--- src/rtl/if_prefetch_queue.sv ---
// if_prefetch_queue: fetch PC owner, imem req/ack master and in-order prefetch FIFO feeding IF/ID
module if_prefetch_queue #(
  parameter int          DEPTH    = 4,
  parameter logic [31:0] RESET_PC = 32'h0000_0000,
  parameter int          CNT_W    = $clog2(DEPTH + 1)
) (
  input  logic             clk_i,
  input  logic             rst_i,
  input  logic             start_i,
  input  logic             stall_i,
  input  logic             redirect_i,
  input  logic [31:0]      redirect_pc_i,
  output logic             imem_req_o,
  output logic [31:0]      imem_addr_o,
  input  logic             imem_ack_i,
  input  logic [31:0]      imem_data_i,
  output logic             inst_valid_o,
  output logic [31:0]      inst_o,
  output logic [31:0]      inst_pc_o,
  output logic [CNT_W-1:0] count_o
);
  localparam int PW = $clog2(DEPTH);
  typedef enum logic [1:0] {IDLE, REQ, DRAIN} state_t;
  state_t        state;
  logic [31:0]   pc;
  logic [31:0]   mem_inst [DEPTH];
  logic [31:0]   mem_pc [DEPTH];
  logic [PW-1:0] wr_ptr, rd_ptr;
  logic          push, pop, space;
  assign push         = state == REQ && imem_ack_i && !redirect_i;
  assign inst_valid_o = count_o != '0;
  assign pop          = inst_valid_o && !stall_i && !redirect_i;
  assign space        = ({1'b0, count_o} + {{CNT_W{1'b0}}, ~pop}) < (CNT_W + 1)'(DEPTH);
  assign inst_o       = inst_valid_o ? mem_inst[rd_ptr] : '0;
  assign inst_pc_o    = inst_valid_o ? mem_pc[rd_ptr] : '0;
  // fetch FSM: owns the fetch PC and keeps req/addr steady until the memory acks
  always_ff @(posedge clk_i or negedge rst_i) begin
    if (!rst_i) begin
      state       <= IDLE;
      imem_req_o  <= 1'b0;
      imem_addr_o <= RESET_PC;
      pc          <= RESET_PC;
    end else begin
      if (redirect_i) pc <= redirect_pc_i;
      else if (push) pc <= pc + 32'd4;
      case (state)
        IDLE:
          if (start_i && !redirect_i && count_o < CNT_W'(DEPTH)) begin
            state       <= REQ;
            imem_req_o  <= 1'b1;
            imem_addr_o <= pc;
          end
        REQ:
          if (imem_ack_i) begin
            if (!redirect_i && start_i && space) imem_addr_o <= pc + 32'd4;
            else begin
              imem_req_o <= 1'b0;
              state      <= IDLE;
            end
          end else if (redirect_i) state <= DRAIN;
        DRAIN:
          if (imem_ack_i) begin
            imem_req_o <= 1'b0;
            state      <= IDLE;
          end
        default: state <= IDLE;
      endcase
    end
  end
  // queue bookkeeping; a redirect empties the queue and voids any pop that cycle
  always_ff @(posedge clk_i or negedge rst_i) begin
    if (!rst_i) begin
      wr_ptr  <= '0;
      rd_ptr  <= '0;
      count_o <= '0;
    end else if (redirect_i) begin
      wr_ptr  <= '0;
      rd_ptr  <= '0;
      count_o <= '0;
    end else begin
      if (push) wr_ptr <= wr_ptr + 1'b1;
      if (pop) rd_ptr <= rd_ptr + 1'b1;
      count_o <= count_o + CNT_W'(push) - CNT_W'(pop);
    end
  end
  // entry storage needs no reset: count_o gates visibility
  always_ff @(posedge clk_i) begin
    if (push) begin
      mem_inst[wr_ptr] <= imem_data_i;
      mem_pc[wr_ptr]   <= pc;
    end
  end
endmodule

--- config.mk ---
export PLATFORM = sky130hd
export DESIGN_NAME = if_prefetch_queue
export DESIGN_NICKNAME = d
export VERILOG_FILES = /design/src/rtl/if_prefetch_queue.sv
export SDC_FILE = /design/constraint.sdc
export NUM_CORES = 1
export LEC_CHECK = 0
export CAP_MARGIN = 20
export CORE_MARGIN = 2
export CORE_UTILIZATION = 56
export DETAILED_ROUTE_END_ITERATION = 7
export PLACE_DENSITY = 0.9
export SLEW_MARGIN = 10
export SYNTH_ARGS = -nofsm -noshare
export SYNTH_HDL_FRONTEND = slang
export SYNTH_SLANG_ARGS = --single-unit
export TNS_END_PERCENT = 20
--- constraint.sdc ---
create_clock -name clk_i -period 3.8 [get_ports clk_i]
set_input_delay 0.76 -clock clk_i [delete_from_list [all_inputs] [get_ports clk_i]]
set_output_delay 0.76 -clock clk_i [all_outputs]
set_load 0.05 [all_outputs]
Word-level counts from Yosys, hierarchy flattened:

Memories as Yosys holds them, arrays and structs flattened.
Cells that the tools add are included.

* $add $sub $neg: 6
* order comparisons: 2
* equal/unequal tests: 9
* muxes and demuxes: 26
* bitwise operators: 1
* reductions and logical operators: 18

Operator list (count)
* $mux 32: 7
* $pmux 32 s2: 1
* $add 32x3->32 const B: 1
* $mux 2: 9
* $ne 2x2->1 const B: 4
* $reduce_and 4->1: 2
* $logic_and 1x1->1: 7
* $mux 1: 6
* $ne 3x3->1 const B: 2
* $pmux 2 s3: 1
* $reduce_bool 2->1: 3
* $reduce_bool 3->1: 2
* $reduce_and 5->1: 1
* $add 2x1->2 const B: 2
* $add 3x1->4: 1
* $lt 4x3->1 const B: 1
* $add 3x1->3: 1
* $lt 3x3->1 const B: 1
* $mux 3: 1
* $pmux 1 s3: 1
* $sub 3x1->3: 1
* $eq 2x1->1 const B: 1
* $eq 2x2->1 const B: 1
* $logic_not 1->1: 2
* 3 further kinds: 3

* register bits after elaboration: 74
* memory bits (writable): 256
* input port bits: 70
* output and inout bits: 101
* word-level logic and storage cells: 71
* memories: 2

Memories
* mem_inst: words 4, width 32, read ports 1, clocked after Yosys merged registers in 0, wr ports 1, line 26 `logic [31:0] mem_inst [DEPTH];`
* mem_pc: words 4, width 32, read ports 1, clocked after Yosys merged registers in 0, wr ports 1, line 27 `logic [31:0] mem_pc [DEPTH];`

Depth between registers and ports, before layout:

* depth in word-level cells: 10
* gate-level depth with buffers: 14
* depth with buffers taken out: 12

Worst setup path before layout:

Ideal clock, no wire load.

* kind: input to register
* from: in redirect_i
* to: mem mem_inst[0][0] (enable)
* library setup time: 429 ps
* data arrival time: 3075 ps
* required time: 3371 ps
* setup slack: 296 ps
* stages on the path: 5
* buffers on the path: 3
* cells stage by stage: clkbuf_1 inv_1 clkbuf_1 clkbuf_1 and3_1

* word-level cells in the longest chain between the ends: 4

RTL lines
* from (decl): line 11 `input logic redirect_i,`
* $logic_not 1->1: line 30 `assign push = state == REQ && imem_ack_i && !redirect_i;`
* $logic_and 1x1->1: line 30
* $mux 1: line 88 `if (push) begin`
* $mux 1 (implied by the code): line 89 `mem_inst[wr_ptr] <= imem_data_i;`
* to (decl): line 26

No other way between the ends.

Worst setup path after layout:

* from: reg rd_ptr[0]
* to: out inst_o[28]

* word-level cells in the longest chain between the ends: 2

RTL lines
* from (decl): line 28 `logic [PW-1:0] wr_ptr, rd_ptr;`
* from (signal assigned): line 82 `if (pop) rd_ptr <= rd_ptr + 1'b1;`
* $mem_v2 4x32
* $mux 32: line 34 `assign inst_o = inst_valid_o ? mem_inst[rd_ptr] : '0;`
* to (decl): line 18 `output logic [31:0] inst_o,`

No other way between the ends.

==> impl_metrics.tcl <==
set metrics [dict create \
    grt_pass1_wl_mm 46.4 \
    yosysWarnings 0 \
    cp.arrival_ns 2.64 \
    cts_hold_buf 0 \
    drtIter0Drc 801 \
    rows 58 \
    fin_crit_sh_pct 89.6 \
    synthesis.nets 952 \
    synth-edff-count 256 \
    drc_errors 0 \
    htreeDepth 2 \
    start_util_pct 56.4 \
    fin_skew_ns 0.0132 \
    die_h_um 163 \
    met1_length_mm 12.5 \
    setup_ws_ns 0.396 \
    pwr-share-comb_pct 37.3 \
    viasPerCell 5.99 \
    setup_viol_count_final 0 \
    clkLatencyLatePin_ns 0.51 \
    nFillCells 1646 \
    path_max_fanout 33 \
    clock-root-buffer "clkbuf_16" \
    syn2layout_area_growth_pct 21.4 \
    n_antenna_cell 0 \
    cts_num_sinks 330 \
    grt_pass1_vias 8449 \
    p_int_mw 7.95 \
    grt_max_degree 75 \
    postCtsSetupBuffers 0 \
    worst_pin_slew_ns 0.929 \
    instances_no_fill 1392 \
    overflow 0 \
    place_congestion 0.843 \
    seq_area_frac_synth_pct 67.7 \
    ys.flop_type "edfxtp_1" \
    yosysTopAreaCell "edfxtp_1" \
    cp-start-kind "register" \
    min_path_type "in2async" \
    final_cell_mix "256 x edfxtp_1, 105 x clkdlybuf4s50_1, 79 x buf_4" \
    dp.cells 1333 \
    critPathKind "reg2out" \
    core_mm2 0.0250 \
    tritoncts.num_buffers 34 \
    rsz0062_at_grt "no" \
    port_buffers 170 \
    antenna_found_initial 0 \
    hold_viol_final 0 \
    yosys.cell_types.count 56 \
    detail_route.wl_per_cell_um 21.4 \
    synth_area_mm2 0.0141 \
    wl_met2_mm 14.4 \
    wl_met3_mm 2.25 \
    drive_above_1_share_pct 22.7 \
    async_flop_share_pct 22.4 \
    cts_resized 0 \
    synthTopCellsByArea "edfxtp_1 55%, dfrtp_1 13%, mux4_2 10%" \
    peakVddDrop_uv 783 \
    pwr-share-seq_pct 37.1 \
    pwr-share-clk_pct 25.6 \
    clockBufferDepth 3 \
    dieArea_mm2 0.0264 \
    syn-mean-instance-area_um2 16.2 \
    switchingPower_mw 4.70 \
    multi_input_area_mm2 0.00425 \
    p_leak_nw 5.85 \
    grt_util_all_layers_pct 22.8 \
    synth_top_area_share_pct 54.6 \
    regArea_mm2 0.00954 \
    power_density_mw_per_mm2 740 \
    drtPass1Iterations 5 \
    synthCells 870 \
    post-route-util_pct 68.5 \
    path_clk_slew_ns 0.06 \
    cts_tree "built" \
    pre_cts_slack_ns 0.455 \
    holdWs_ns 0.374 \
    dp_hpwl_mm 19.0 \
    ys_ff_latch 330 \
    clock.fmax_mhz 294 \
    num_vias 8338 \
    min_period_ns 3.40 \
    status "finished, final reports clean" \
    die_width_um 163 \
    drv_slew 0 \
    max_cap_violations 0 \
    drt-total-wl_mm 29.7 \
    cp.required_ns 3.04 \
    detail-route-antenna-nets 0 \
    io_pins 171 \
    highest_layer "met4" \
    fin_tns_setup_ns 0 \
    rr_worst_depth 6 \
    slew_headroom_pct 38.1 \
    p_sw_share_pct 37.1 \
    nets 1121 \
    final_common_cell "edfxtp_1" \
    critPathCaptureType "primary output" \
]
## per-layer routing
metal / global-route usage [%] / vias to the layer above
li1: - / 3757
met1: 31.7 / 4143
met2: 37.5 / 389
met3: 4.23 / 49
met4: 6.28 / 0
met5: 0 / -
## worst paths after layout
path	from	end	slack [ns]
worst max-delay path	rd_ptr[0]	inst_o[28]	0.40
max in group asynchronous	rst_i	rd_ptr[0]	2.70
worst min register to register	imem_addr_o[9]	imem_addr_o[9]	0.51
worst min-delay path	rst_i	imem_addr_o[1]	0.37
worst max register to register	state[1]	pc[30]	0.61
min in group clk_i	imem_addr_o[9]	imem_addr_o[9]	0.51
## critical path: stages, from the launching register on
cell and delay, ns:
dfrtp_4 0.87, buf_4 0.35, mux4_2 0.52, and2_1 0.19, buf_4 0.19
## logic make-up after synthesis
group | Yosys count | share of synthesized area (%)
and+or+nand+nor | 235 | 9.91
AOI/OAI and AO/OA | 106 | 5.13
muxes | 88 | 12.1
DFF | 330 | 67.7
xor gates and xnor gates | 29 | 1.80
buffers and inverters | 70 | 2.18
adders and majority gates | 12 | 1.12
## registers in the layout, summed over array words and instances (netlist names)
| signal | count |
|---|---|
| mem_inst | 128 |
| mem_pc | 128 |
| imem_addr_o | 32 |
| pc | 32 |
| count_o | 3 |
| rd_ptr | 2 |
| state | 2 |
| wr_ptr | 2 |
| imem_req_o | 1 |
## stage by stage
stage / power, mW / cell area, um2
6_report: 12.7 / 17100
5_1_grt: 13.2 / 17100
4_1_cts: 12.8 / 17100
3_5_place_dp: 9.49 / 16000
3_3_place_gp: 9.40 / 16000
2_1_floorplan: 7.94 / 14100
## power groups by stage
stage	clock [mW]	combinational, mW	sequential [mW]
6_report	3.24	4.72	4.69
3_3_place_gp	0	4.67	4.73
5_1_grt	3.44	4.97	4.74
4_1_cts	3.30	4.77	4.69
2_1_floorplan	0	2.73	5.21
3_5_place_dp	0	4.74	4.75
## synth_stat cells (14+ instances only)
library cell,n
dfrtp_1,74
clkbuf_1,32
nor2_1,28
edfxtp_1,256
mux4_2,64
mux2_2,22
o31ai_1,15
o21ai_0,23
and2_1,67
or4_1,19
a211oi_1,14
nand2_1,37
a31oi_1,26
xnor2_1,18
## layout make-up
class	instances	area share [%]
inverter	13	0.285
clock buffer	46	5.30
clock inverter	13	1.04
sequential	330	55.8
timing repair buffer	190	10.3
tap	330	2.41
multi-input combinational	470	24.9
No activity file was read; power rests on OpenSTA's default activity.
